## src/rtl/edfic_dispatch_if.sv

```systemverilog
// Core-side handshake bundle for edfic_dispatch: arbiter winner in, offer/claim/complete, status out.
interface edfic_dispatch_if #(
   parameter int unsigned NrInputs  = 32,
   parameter int unsigned PrioWidth = 8,
   parameter int unsigned Depth     = 4
);
   localparam int unsigned IdxWidth   = $clog2(NrInputs);
   localparam int unsigned DepthWidth = $clog2(Depth + 1);

   logic                  arb_valid_i;
   logic [PrioWidth-1:0]  arb_prio_i;
   logic [IdxWidth-1:0]   arb_idx_i;
   logic                  irq_valid_o;
   logic [PrioWidth-1:0]  irq_prio_o;
   logic [IdxWidth-1:0]   irq_idx_o;
   logic                  irq_ready_i;
   logic                  claim_o;
   logic [IdxWidth-1:0]   claim_idx_o;
   logic                  complete_i;
   logic [IdxWidth-1:0]   complete_idx_i;
   logic                  thresh_valid_o;
   logic [PrioWidth-1:0]  thresh_prio_o;
   logic [DepthWidth-1:0] depth_o;
   logic                  err_o;

   modport slave (
      input  arb_valid_i, arb_prio_i, arb_idx_i, irq_ready_i, complete_i, complete_idx_i,
      output irq_valid_o, irq_prio_o, irq_idx_o, claim_o, claim_idx_o,
             thresh_valid_o, thresh_prio_o, depth_o, err_o
   );

   modport master (
      output arb_valid_i, arb_prio_i, arb_idx_i, irq_ready_i, complete_i, complete_idx_i,
      input  irq_valid_o, irq_prio_o, irq_idx_o, claim_o, claim_idx_o,
             thresh_valid_o, thresh_prio_o, depth_o, err_o
   );
endinterface

```

## src/rtl/edfic_dispatch.sv

```systemverilog
// Earliest-deadline interrupt dispatcher with in-service stack.
// Define EDFIC_NESTING_EN for Depth-deep preemptive nesting; otherwise one handler at a time.
module edfic_dispatch #(
   parameter int unsigned NrInputs  = 32,
   parameter int unsigned PrioWidth = 8,
   parameter int unsigned Depth     = 4
) (
   input  logic           clk_i,
   input  logic           rst_i,
   edfic_dispatch_if.slave bus
);
   localparam int unsigned IdxWidth   = $clog2(NrInputs);
   localparam int unsigned DepthWidth = $clog2(Depth + 1);
`ifdef EDFIC_NESTING_EN
   localparam int unsigned EffDepth = Depth;
`else
   localparam int unsigned EffDepth = 1;
`endif

   typedef enum logic [1:0] {StIdle, StOffer, StSettle} state_e;

   state_e                state_q;
   logic [IdxWidth-1:0]   stk_idx_q  [EffDepth];
   logic [IdxWidth-1:0]   stk_idx_d  [EffDepth];
   logic [PrioWidth-1:0]  stk_prio_q [EffDepth];
   logic [PrioWidth-1:0]  stk_prio_d [EffDepth];
   logic [DepthWidth-1:0] depth_q, depth_mid, depth_d;
   logic [IdxWidth-1:0]   top_idx, irq_idx_q;
   logic [PrioWidth-1:0]  irq_prio_q, thresh_prio_q, thresh_prio_d;
   logic                  irq_valid_q, thresh_valid_q, err_q;
   logic                  accept, pop, bad_complete, start;

   assign accept = (state_q == StOffer) && bus.irq_ready_i;

   always_comb begin
      top_idx = '0;
      for (int i = 0; i < int'(EffDepth); i++) begin
         if (DepthWidth'(i + 1) == depth_q) top_idx = stk_idx_q[i];
      end
   end

   assign pop          = bus.complete_i && (depth_q != '0) && (bus.complete_idx_i == top_idx);
   assign bad_complete = bus.complete_i && !pop;
   // Strict less-than: an equal deadline never preempts the handler in service.
   assign start = (state_q == StIdle) && bus.arb_valid_i &&
                  (depth_q < DepthWidth'(EffDepth)) &&
                  ((depth_q == '0) || ($signed(bus.arb_prio_i) < $signed(thresh_prio_q)));

   // Pop is applied before push so a same-cycle complete and accept replace the top entry.
   always_comb begin
      depth_mid     = pop ? depth_q - DepthWidth'(1) : depth_q;
      depth_d       = depth_mid + DepthWidth'(accept);
      thresh_prio_d = '0;
      for (int i = 0; i < int'(EffDepth); i++) begin
         stk_idx_d[i]  = stk_idx_q[i];
         stk_prio_d[i] = stk_prio_q[i];
         if (accept && DepthWidth'(i) == depth_mid) begin
            stk_idx_d[i]  = irq_idx_q;
            stk_prio_d[i] = irq_prio_q;
         end
      end
      for (int i = 0; i < int'(EffDepth); i++) begin
         if (DepthWidth'(i + 1) == depth_d) thresh_prio_d = stk_prio_d[i];
      end
   end

   always_ff @(posedge clk_i or posedge rst_i) begin
      if (rst_i) begin
         state_q        <= StIdle;
         irq_valid_q    <= 1'b0;
         irq_prio_q     <= '0;
         irq_idx_q      <= '0;
         depth_q        <= '0;
         thresh_valid_q <= 1'b0;
         thresh_prio_q  <= '0;
         err_q          <= 1'b0;
         for (int i = 0; i < int'(EffDepth); i++) begin
            stk_idx_q[i]  <= '0;
            stk_prio_q[i] <= '0;
         end
      end else begin
         unique case (state_q)
            StIdle: begin
               if (start) begin
                  state_q     <= StOffer;
                  irq_valid_q <= 1'b1;
                  irq_prio_q  <= bus.arb_prio_i;
                  irq_idx_q   <= bus.arb_idx_i;
               end
            end
            StOffer: begin
               if (bus.irq_ready_i) begin
                  state_q     <= StSettle;
                  irq_valid_q <= 1'b0;
               end
            end
            StSettle: state_q <= StIdle;
            default:  state_q <= StIdle;
         endcase
         depth_q        <= depth_d;
         thresh_valid_q <= (depth_d != '0);
         thresh_prio_q  <= thresh_prio_d;
         err_q          <= err_q | bad_complete;
         for (int i = 0; i < int'(EffDepth); i++) begin
            stk_idx_q[i]  <= stk_idx_d[i];
            stk_prio_q[i] <= stk_prio_d[i];
         end
      end
   end

   assign bus.irq_valid_o    = irq_valid_q;
   assign bus.irq_prio_o     = irq_prio_q;
   assign bus.irq_idx_o      = irq_idx_q;
   assign bus.claim_o        = accept;
   assign bus.claim_idx_o    = irq_idx_q;
   assign bus.thresh_valid_o = thresh_valid_q;
   assign bus.thresh_prio_o  = thresh_prio_q;
   assign bus.depth_o        = depth_q;
   assign bus.err_o          = err_q;
endmodule

```

## src/flat_wrapper.sv

```systemverilog
// flat-port wrapper written by rule: the top's interface ports become plain ports
module edfic_dispatch_flat 
#(
   parameter int unsigned NrInputs  = 32,
   parameter int unsigned PrioWidth = 8,
   parameter int unsigned Depth     = 4
)
  (clk_i, rst_i, bus_arb_valid_i, bus_arb_prio_i, bus_arb_idx_i, bus_irq_ready_i, bus_complete_i, bus_complete_idx_i, bus_irq_valid_o, bus_irq_prio_o, bus_irq_idx_o, bus_claim_o, bus_claim_idx_o, bus_thresh_valid_o, bus_thresh_prio_o, bus_depth_o, bus_err_o);
  edfic_dispatch_if #(.NrInputs(NrInputs), .PrioWidth(PrioWidth), .Depth(Depth)) bus_i ();
  input  logic clk_i;
  input  logic rst_i;
  input wire logic [$bits(bus_i.arb_valid_i)-1:0] bus_arb_valid_i;
  input wire logic [$bits(bus_i.arb_prio_i)-1:0] bus_arb_prio_i;
  input wire logic [$bits(bus_i.arb_idx_i)-1:0] bus_arb_idx_i;
  input wire logic [$bits(bus_i.irq_ready_i)-1:0] bus_irq_ready_i;
  input wire logic [$bits(bus_i.complete_i)-1:0] bus_complete_i;
  input wire logic [$bits(bus_i.complete_idx_i)-1:0] bus_complete_idx_i;
  output wire logic [$bits(bus_i.irq_valid_o)-1:0] bus_irq_valid_o;
  output wire logic [$bits(bus_i.irq_prio_o)-1:0] bus_irq_prio_o;
  output wire logic [$bits(bus_i.irq_idx_o)-1:0] bus_irq_idx_o;
  output wire logic [$bits(bus_i.claim_o)-1:0] bus_claim_o;
  output wire logic [$bits(bus_i.claim_idx_o)-1:0] bus_claim_idx_o;
  output wire logic [$bits(bus_i.thresh_valid_o)-1:0] bus_thresh_valid_o;
  output wire logic [$bits(bus_i.thresh_prio_o)-1:0] bus_thresh_prio_o;
  output wire logic [$bits(bus_i.depth_o)-1:0] bus_depth_o;
  output wire logic [$bits(bus_i.err_o)-1:0] bus_err_o;
  assign bus_i.arb_valid_i = bus_arb_valid_i;
  assign bus_i.arb_prio_i = bus_arb_prio_i;
  assign bus_i.arb_idx_i = bus_arb_idx_i;
  assign bus_i.irq_ready_i = bus_irq_ready_i;
  assign bus_i.complete_i = bus_complete_i;
  assign bus_i.complete_idx_i = bus_complete_idx_i;
  assign bus_irq_valid_o = bus_i.irq_valid_o;
  assign bus_irq_prio_o = bus_i.irq_prio_o;
  assign bus_irq_idx_o = bus_i.irq_idx_o;
  assign bus_claim_o = bus_i.claim_o;
  assign bus_claim_idx_o = bus_i.claim_idx_o;
  assign bus_thresh_valid_o = bus_i.thresh_valid_o;
  assign bus_thresh_prio_o = bus_i.thresh_prio_o;
  assign bus_depth_o = bus_i.depth_o;
  assign bus_err_o = bus_i.err_o;
  edfic_dispatch #(.NrInputs(NrInputs), .PrioWidth(PrioWidth), .Depth(Depth)) u_core (.clk_i(clk_i), .rst_i(rst_i), .bus(bus_i));
endmodule
```

## config.mk

```make
export PLATFORM = sky130hd
export DESIGN_NAME = edfic_dispatch_flat
export DESIGN_NICKNAME = d
export VERILOG_FILES = /design/src/rtl/edfic_dispatch_if.sv /design/src/rtl/edfic_dispatch.sv /design/src/flat_wrapper.sv
export SDC_FILE = /design/constraint.sdc
export NUM_CORES = 1
export LEC_CHECK = 0
export ABC_CLOCK_PERIOD_IN_PS = 2900
export CORE_UTILIZATION = 55
export DETAILED_ROUTE_END_ITERATION = 6
export DONT_BUFFER_PORTS = 1
export PLACE_DENSITY_LB_ADDON = 0.2
export SLEW_MARGIN = 15
export SYNTH_ARGS = -nofsm -noshare
export SYNTH_HDL_FRONTEND = slang
export SYNTH_SLANG_ARGS = --single-unit
export TNS_END_PERCENT = 50
```

## constraint.sdc

```tcl
create_clock -name clk_i -period 2.9 [get_ports clk_i]
set_input_delay 0.29 -clock clk_i [delete_from_list [all_inputs] [get_ports clk_i]]
set_output_delay 0.29 -clock clk_i [all_outputs]
set_load 0.1 [all_outputs]
```

==> summary.md, run 1 <==
| Metric | Value |
|---|---|
| CTS H-tree depth | 2 |
| Sw Share | between 40% and 50% |
| CP Class | flop to flop |
| Via/cell ratio | 6.26 |
| GRT Overall Usage | 26.0% |
| Initial Util | a little under 60% |
| CP startpoint kind | flop |
| Setup TNS | 0 ns |
| Psw | 1.07 mW |
| Hpwl dp | ~4500 µm |
| Vias | 2211 |
| Highest Clock Rate | 360 MHz |
| Total power | between 2 and 2.5 mW |
| Slew @ Worst Pin | 1.01 ns |
| Area Growth Syn to Fin | 16.8% |
| Slew Viols, Final | 0 |
| Largest cells by area after synthesis | dfrtp_1 42%, ha_1 5.9%, nand2_1 5.6% |
| Status | finished clean |
| Critical Path Fanout Max | 8 |
| Final Hold Vio Count | 0 |
| Post-DRT Antenna Nets | 0 |
| Standard-cell row count | 24 |
| CP arrival | 2.98 ns |
| Sequential share of the synthesized area | 41.6% |
| Post-Place Setup Slack | -0.0581 ns |
| Post-synth EDFFs | 0 |
| Distinct cells, synth | between 40 and 50 |
| Seq pwr share | a little under two fifths |
| Largest area contributor in the synthesized netlist | dfrtp_1 |
| P_leak | 1.27 nW |
| Routed wire length | 6160 µm |
| Largest net degree at the start of global routing | 30 |
| Pwr dens | 777 mW/mm² |
| Initial antenna violation count | 0 |
| Die width | 69.8 µm |
| Clock Tree Buf Depth | 2 |
| Ys async rst share | between 90% and 100% |
| Post-synth top area share | 41.6% |
| Clk_lat worst skew | 0.29 ns |
| Die height | 69.8 µm |
| First-pass GRT wire length | 9830 µm |
| TritonCTS clock tree | yes |
| Period utilisation layout | ~96% |
| Hold crit path type | input pin to async pin |
| Clock Sinks | 42 |
| Avg Cell Area, Syn | 9.12 µm² |
| Tmin final | 2.77 ns |
| Max IR drop VDD | just under 400 µV |
| DRT iter0 DRCs | 159 |
| CORE AREA | 0.00438 mm² |
| Kind of end point of the critical path | flop |
| Io pins | 56 |
| Pint | 1.23 mW |
| Clk_skew | 0.00340 ns |
| Clk slew on worst S/H paths | 0.08 ns |
| Top_reg_cell synth | dfrtp_1 |
| First-pass iteration count of the detailed router | 4 |
| DR WL/cell | 17.5 µm |
| Post-Syn Area | 0.00253 mm² |
| Share of post-route cells with drive strength above 1 | 25.2% |
| Hold_ws | 0.112 ns |
| Maxcap violations | 0 |
| Req. time, crit path | 3.10 ns |
| Die ar. | 0.00487 mm² |
| Clock root buffer | clkbuf_8 |
| Comb power frac | approximately two fifths |
| Most common cell after layout, fill and taps aside | nand2_1 |
| Fin nets | between 300 and 400 |
| Gr ovfl total | 0 |
| Residual DRC | 0 |
| Synth warn | 0 |
| Cell count after synthesis | 277 |
| Num CTS Buffers | 5 |
| Syn nets | 312 |
| Diode count | 0 |
| Fill cell count | 347 |
| Slew headroom | around 33% |
| I/O Buffers | 0 |
| Vias in the first global route | 2091 |
| Most frequent cells in the layout | 37 x nand2_1, 35 x buf_4, 34 x dfrtp_1, 22 x nand3_1, 22 x o21ai_0 |
| #FFs+latches synth | 42 |
| Final worst slack | 0.125 ns |
| Final GP Congestion | slightly above 0.8 |
| Final Setup Violations | 0 |
| Clk pwr share | 19.6% |
-- logic make-up (layout without fill, tap and decap cells) --
| kind of cell | count (synthesis) | count (layout) | synth area share, % |
|---|---|---|---|
| compound gates | 82 | 82 | 22.7 |
| fa+ha+maj | 12 | 12 | 5.94 |
| simple gates | 97 | 97 | 19.3 |
| mux | 5 | 5 | 2.97 |
| xor+xnor | 3 | 3 | 1.04 |
| buf+inv | 36 | 60 | 6.44 |
| flops | 42 | 42 | 41.6 |
-- area by class of cell --
type / count / area (µm²) / area share (%)
multi-input combinational: 199 / 1390 / 46.9
sequential: 42 / 1070 / 36.2
timing repair buffer: 35 / 263 / 8.90
clock buffer: 7 / 76.3 / 2.58
tap: 52 / 65.1 / 2.20
inverter: 17 / 63.8 / 2.16
clock inverter: 1 / 30.0 / 1.02
-- power groups by stage --
stage | sequential [mW] | combinational [mW] | clock (mW)
floorplan | 1.15 | 0.500 | 0
global placement | 0.889 | 0.923 | 0
detailed placement | 0.893 | 0.936 | 0
CTS | 0.880 | 0.946 | 0.456
global route | 0.892 | 1.03 | 0.481
finish | 0.882 | 0.963 | 0.451
-- final timing paths --
check	start	end	slack, ns	cells after the start
max	u_core.bus.depth_o[0]	u_core.bus.thresh_prio_o[0]	0.13	14
min	rst_i	u_core.bus.thresh_valid_o	0.11	1
max reg2reg	u_core.bus.depth_o[0]	u_core.bus.thresh_prio_o[0]	0.13	14
min reg2reg	u_core.stk_prio_q[4]	u_core.stk_prio_q[4]	0.50	2
max in group asynchronous	rst_i	u_core.bus.thresh_prio_o[4]	1.99	2
min in group clk_i	bus_complete_i	u_core.bus.err_o	0.12	1
-- Yosys cell counts (2+ instances only) --
cell	n
inv_1	17
o21ai_0	23
nand3_1	22
o2111ai_1	2
ha_1	12
a21o_1	4
o211ai_1	13
nor3_1	2
nor2_1	7
buf_4	5
o221ai_1	2
xnor2_1	2
nand4_1	14
a21oi_1	2
mux2_4	5
or3_1	3
nand2_1	38
dfrtp_1	42
and2_1	2
a211o_1	2
a31oi_1	14
nand2b_1	2
clkbuf_1	11
a22oi_1	8
-- flip-flops by register name (all words and copies together), names as in the netlist --
name	flops
u_core.bus.thresh_prio_o	8
u_core.bus.err_o	1
u_core.bus.thresh_valid_o	1
u_core.stk_prio_q	8
u_core.bus.irq_valid_o	1
u_core.stk_idx_q	5
u_core.bus.claim_idx_o	5
u_core.state_q	2
u_core.bus.irq_prio_o	8
u_core.bus.depth_o	3
-- routing by layer --
| metal | global-route usage, % | vias to the layer above | wire length, µm |
|---|---|---|---|
| li1 | - | 1066 | - |
| met3 | 5.96 | 9 | 366 |
| met2 | 42.7 | 73 | 3070 |
| met1 | 33.6 | 1063 | 2650 |
| met5 | 0 | - | 0 |
| met4 | 9.11 | 0 | 83 |
-- stage by stage --
step	util (%)	cells	area [µm²]
floorplan	-	277	2580
global placement	64.0	344	2810
detailed placement	64.0	344	2810
CTS	66.7	352	2920
global route	67.4	353	2950
finish	67.4	353	2950
-- worst max-delay path, cell delays in order (launching register included) --
cell and delay [ns]:
dfrtp_4 0.43, inv_2 0.04, ha_2 0.19, ha_4 0.16
nor2b_1 0.10, o221a_2 0.20, o211a_1 0.17, nand2_2 0.11
xnor2_2 0.17, ha_2 0.19, ha_4 0.22, nor2_1 0.08
nand2_1 0.05, or3_4 0.38, a22oi_1 0.21
-- repair_timing --
item | CTS | global route
endpoints found under the setup margin | 8 | 8
gates resized for setup | 2 | 3
buffers inserted | 0 | 1
endpoints found under the hold margin | 0 | 0
hold buffers | 0 | 0
pin swaps | 0 | 2
No activity file was read; power rests on OpenSTA's default activity.
==> run 2: changes to the inputs <==
--- a/config.mk
+++ b/config.mk
@@ -5,6 +5,7 @@
 export SDC_FILE = /design/constraint.sdc
 export NUM_CORES = 1
 export LEC_CHECK = 0
+export ABC_AREA = 1
 export ABC_CLOCK_PERIOD_IN_PS = 2900
 export CORE_UTILIZATION = 55
 export DETAILED_ROUTE_END_ITERATION = 6
==> summary.md, run 2 <==
| Metric | Value |
|---|---|
| Tmin final | 2.56 ns (was 2.77 ns) |
| CORE AREA | 0.00380 mm² (was 0.00438 mm²) |
| Register area | 0.00106 mm² (was 0.00107 mm²) |
| Clk slew on worst S/H paths | 0.08 ns (about the same) |
| Clk_lat worst skew | 0.30 ns (was 0.29 ns) |
| Vias in the first global route | 1700 (was 2091) |
| Final GP Congestion | 0.830 (was 0.831) |
| Most common cell after layout, fill and taps aside | nand2_1 (unchanged) |
| Final Hold Vio Count | 0 (unchanged) |
| Final Setup Violations | 0 (unchanged) |
| Post-synth EDFFs | 0 (unchanged) |
| CTS Hold Bufs | 1 (was 0) |
| CP Class | flop to flop (unchanged) |
| Kind of end point of the critical path | flop (unchanged) |
| Setup TNS | 0 ns (unchanged) |
| TritonCTS clock tree | yes (unchanged) |
| Clock Tree Buf Depth | 2 (unchanged) |
| Initial antenna violation count | 0 (unchanged) |
| Synth warn | 0 (unchanged) |
| Largest area contributor in the synthesized netlist | dfrtp_1 (unchanged) |
| Avg Cell Area, Syn | 8.45 µm² (was 9.12 µm²) |
| Diode count | 0 (unchanged) |
| Standard-cell row count | 22 (was 24) |
| DR WL/cell | 14.2 µm (was 17.5 µm) |
| Period utilisation layout | 88.4% (was 95.7%) |
| CP arrival | 2.79 ns (was 2.98 ns) |
| Fin nets | 317 (was 335) |
| Post-DRT Antenna Nets | 0 (unchanged) |
| Clock root buffer | clkbuf_8 (unchanged) |
| Clock Sinks | 42 (unchanged) |
| Multi-input logic area | 953 µm² (was 0.00139 mm²) |
| GRT Overall Usage | 24.7% (was 26.0%) |
| Routed wire length | 4710 µm (was 6160 µm) |
| Share of post-route cells with drive strength above 1 | 24.7% (was 25.2%) |
| Residual DRC | 0 (unchanged) |
| Sequential share of the synthesized area | 46.3% (was 41.6%) |
| Slew headroom | 31.8% (was 32.8%) |
| Largest net degree at the start of global routing | 23 (was 30) |
| Post_cts resized | 0 (was 2) |
| Clk_skew | 0.00308 ns (was 0.00340 ns) |
| Cell count after synthesis | 269 (was 277) |
| Count leader, synth | nand2_1 (was dfrtp_1) |
| Top cell types by occurrence after synthesis | 65 x nand2_1, 47 x inv_1, 42 x dfrtp_1 (was 42 x dfrtp_1, 38 x nand2_1, 23 x o21ai_0) |
| Status | finished clean (unchanged) |
| First-pass iteration count of the detailed router | 4 (unchanged) |
| Num CTS Buffers | 5 (unchanged) |
| I/O Buffers | 0 (unchanged) |
| Initial Util | 59.8% (was 57.6%) |
| Fill cell count | 333 (was 347) |
| Most frequent cells in the layout | 65 x nand2_1, 46 x inv_1, 35 x dfrtp_1, 31 x nand3_1, 17 x nand2_2 (was 37 x nand2_1, 35 x buf_4, 34 x dfrtp_1, 22 x nand3_1, 22 x o21ai_0) |
| DRT iter0 DRCs | 115 (was 159) |
| Distinct cells, synth | 23 (was 47) |
| Io pins | 56 (unchanged) |
| Fin util | 65.3% (was 67.4%) |
| CTS H-tree depth | 2 (unchanged) |
| Syn nets | 304 (was 312) |
| Die width | 66.3 µm (was 69.8 µm) |
| First-pass GRT wire length | 7890 µm (was 9830 µm) |
| Post-synth top area share | 46.3% (was 41.6%) |
| #FFs+latches synth | 42 (unchanged) |
| Via/cell ratio | 5.19 (was 6.26) |
| Slew @ Worst Pin | 1.02 ns (was 1.01 ns) |
| Hpwl dp | 3400 µm (was 4460 µm) |
| Area Growth Syn to Fin | 9.25% (was 16.8%) |
| Critical Path Fanout Max | 8 (unchanged) |
| Top_reg_cell synth | dfrtp_1 (unchanged) |
| Ys async rst share | 100% (unchanged) |
| Die ar. | 0.00439 mm² (was 0.00487 mm²) |
| Post-CTS Setup Repair Bufs | 0 (unchanged) |
| Placed Cells incl. Taps | 322 (was 344) |
| Largest cells by area after synthesis | dfrtp_1 46%, nand2_1 11%, inv_1 7.8% (was dfrtp_1 42%, ha_1 5.9%, nand2_1 5.6%) |
| Gr ovfl total | 0 (unchanged) |
| Layout Cells excl Fill | 331 (was 353) |
| Req. time, crit path | 3.13 ns (was 3.10 ns) |
| Maxcap violations | 0 (unchanged) |
| Die height | 66.3 µm (was 69.8 µm) |
| Post-Syn Area | 0.00227 mm² (was 0.00253 mm²) |
| Highest Clock Rate | 390 MHz (was 360 MHz) |
| RSZ-0062 raised after global routing | false |
| Hold crit path type | input pin to flop (was input pin to async pin) |
| Vias | 1718 (was 2211) |
| CP startpoint kind | flop (unchanged) |
| Slew Viols, Final | 0 (unchanged) |
run 2: cell count changes after synthesis, moves of 10 or more:
cell      previous run  this run
nand2_1             38        65
o21ai_0             23         0
inv_1               17        47
nand4_1             14         4
o211ai_1            13         0
a31oi_1             14         0
nand2_2              0        17
run 2: kinds of logic after synthesis:
kind of cell / after synthesis / share of synthesized area (%)
and+or+nand+nor: 147 / 33.3
buffers and inverters: 60 / 11.8
DFF: 42 / 46.3
adders and majority gates: 12 / 6.61
AOI/OAI and AO/OA: 8 / 2.04
run 2: worst max-delay path, cell delays in order (launching register included):
cell and delay [ns]:
dfrtp_2 0.40, inv_1 0.11, ha_1 0.33, nand3_1 0.12, nand2_1 0.07, nand2_1 0.09
nor2_4 0.15, nand3_2 0.11, nand2_1 0.10, nand2_2 0.08, ha_1 0.18, ha_1 0.19
nand3_1 0.08, nand2_1 0.08, nor2_2 0.12, nand2_2 0.15, nor2_1 0.13
run 2: path summary, 6_finish.rpt:
kind	endpoint	from	cells past startpoint	slack (ns)
min reg2reg	u_core.stk_idx_q[4]	u_core.stk_idx_q[4]	2	0.52
min in group asynchronous	u_core.bus.irq_prio_o[7]	rst_i	2	0.46
min	u_core.state_q[0]	bus_irq_ready_i	1	0.08
max reg2reg	u_core.bus.thresh_prio_o[0]	u_core.bus.depth_o[1]	16	0.34
max in group asynchronous	u_core.bus.claim_idx_o[4]	rst_i	3	1.74
max	u_core.bus.thresh_prio_o[0]	u_core.bus.depth_o[1]	16	0.34
run 2: per-stage QoR:
step           area [µm²]  hold slack [ns]  setup WS (ns)
6_report             2480           0.0823          0.336
5_1_grt              2480           0.0746         0.0440
4_1_cts              2480           0.0771          0.326
3_5_place_dp         2380            0.237          0.363
3_3_place_gp         2380            0.242          0.443
2_1_floorplan        2270            0.381         0.0205
run 2: cell type report:
cell class | instances | area share (%)
timing repair buffer | 17 | 5.24
tap | 48 | 2.42
clock buffer | 6 | 3.33
sequential | 42 | 42.7
inverter | 49 | 7.41
clock inverter | 2 | 0.504
multi-input combinational | 167 | 38.4
run 2: metal layers:
metal / routed length, µm / track usage [%] / up-vias
met5: 0 / 0 / -
met4: 60 / 7.18 / 0
met3: 203 / 6.38 / 7
met2: 2330 / 42.3 / 38
met1: 2120 / 30.4 / 823
li1: - / - / 850
Power of run 2 is left out: the tool's default activity adds up to more than one toggle a clock period on the data nets, which glitch-free logic cannot reach.
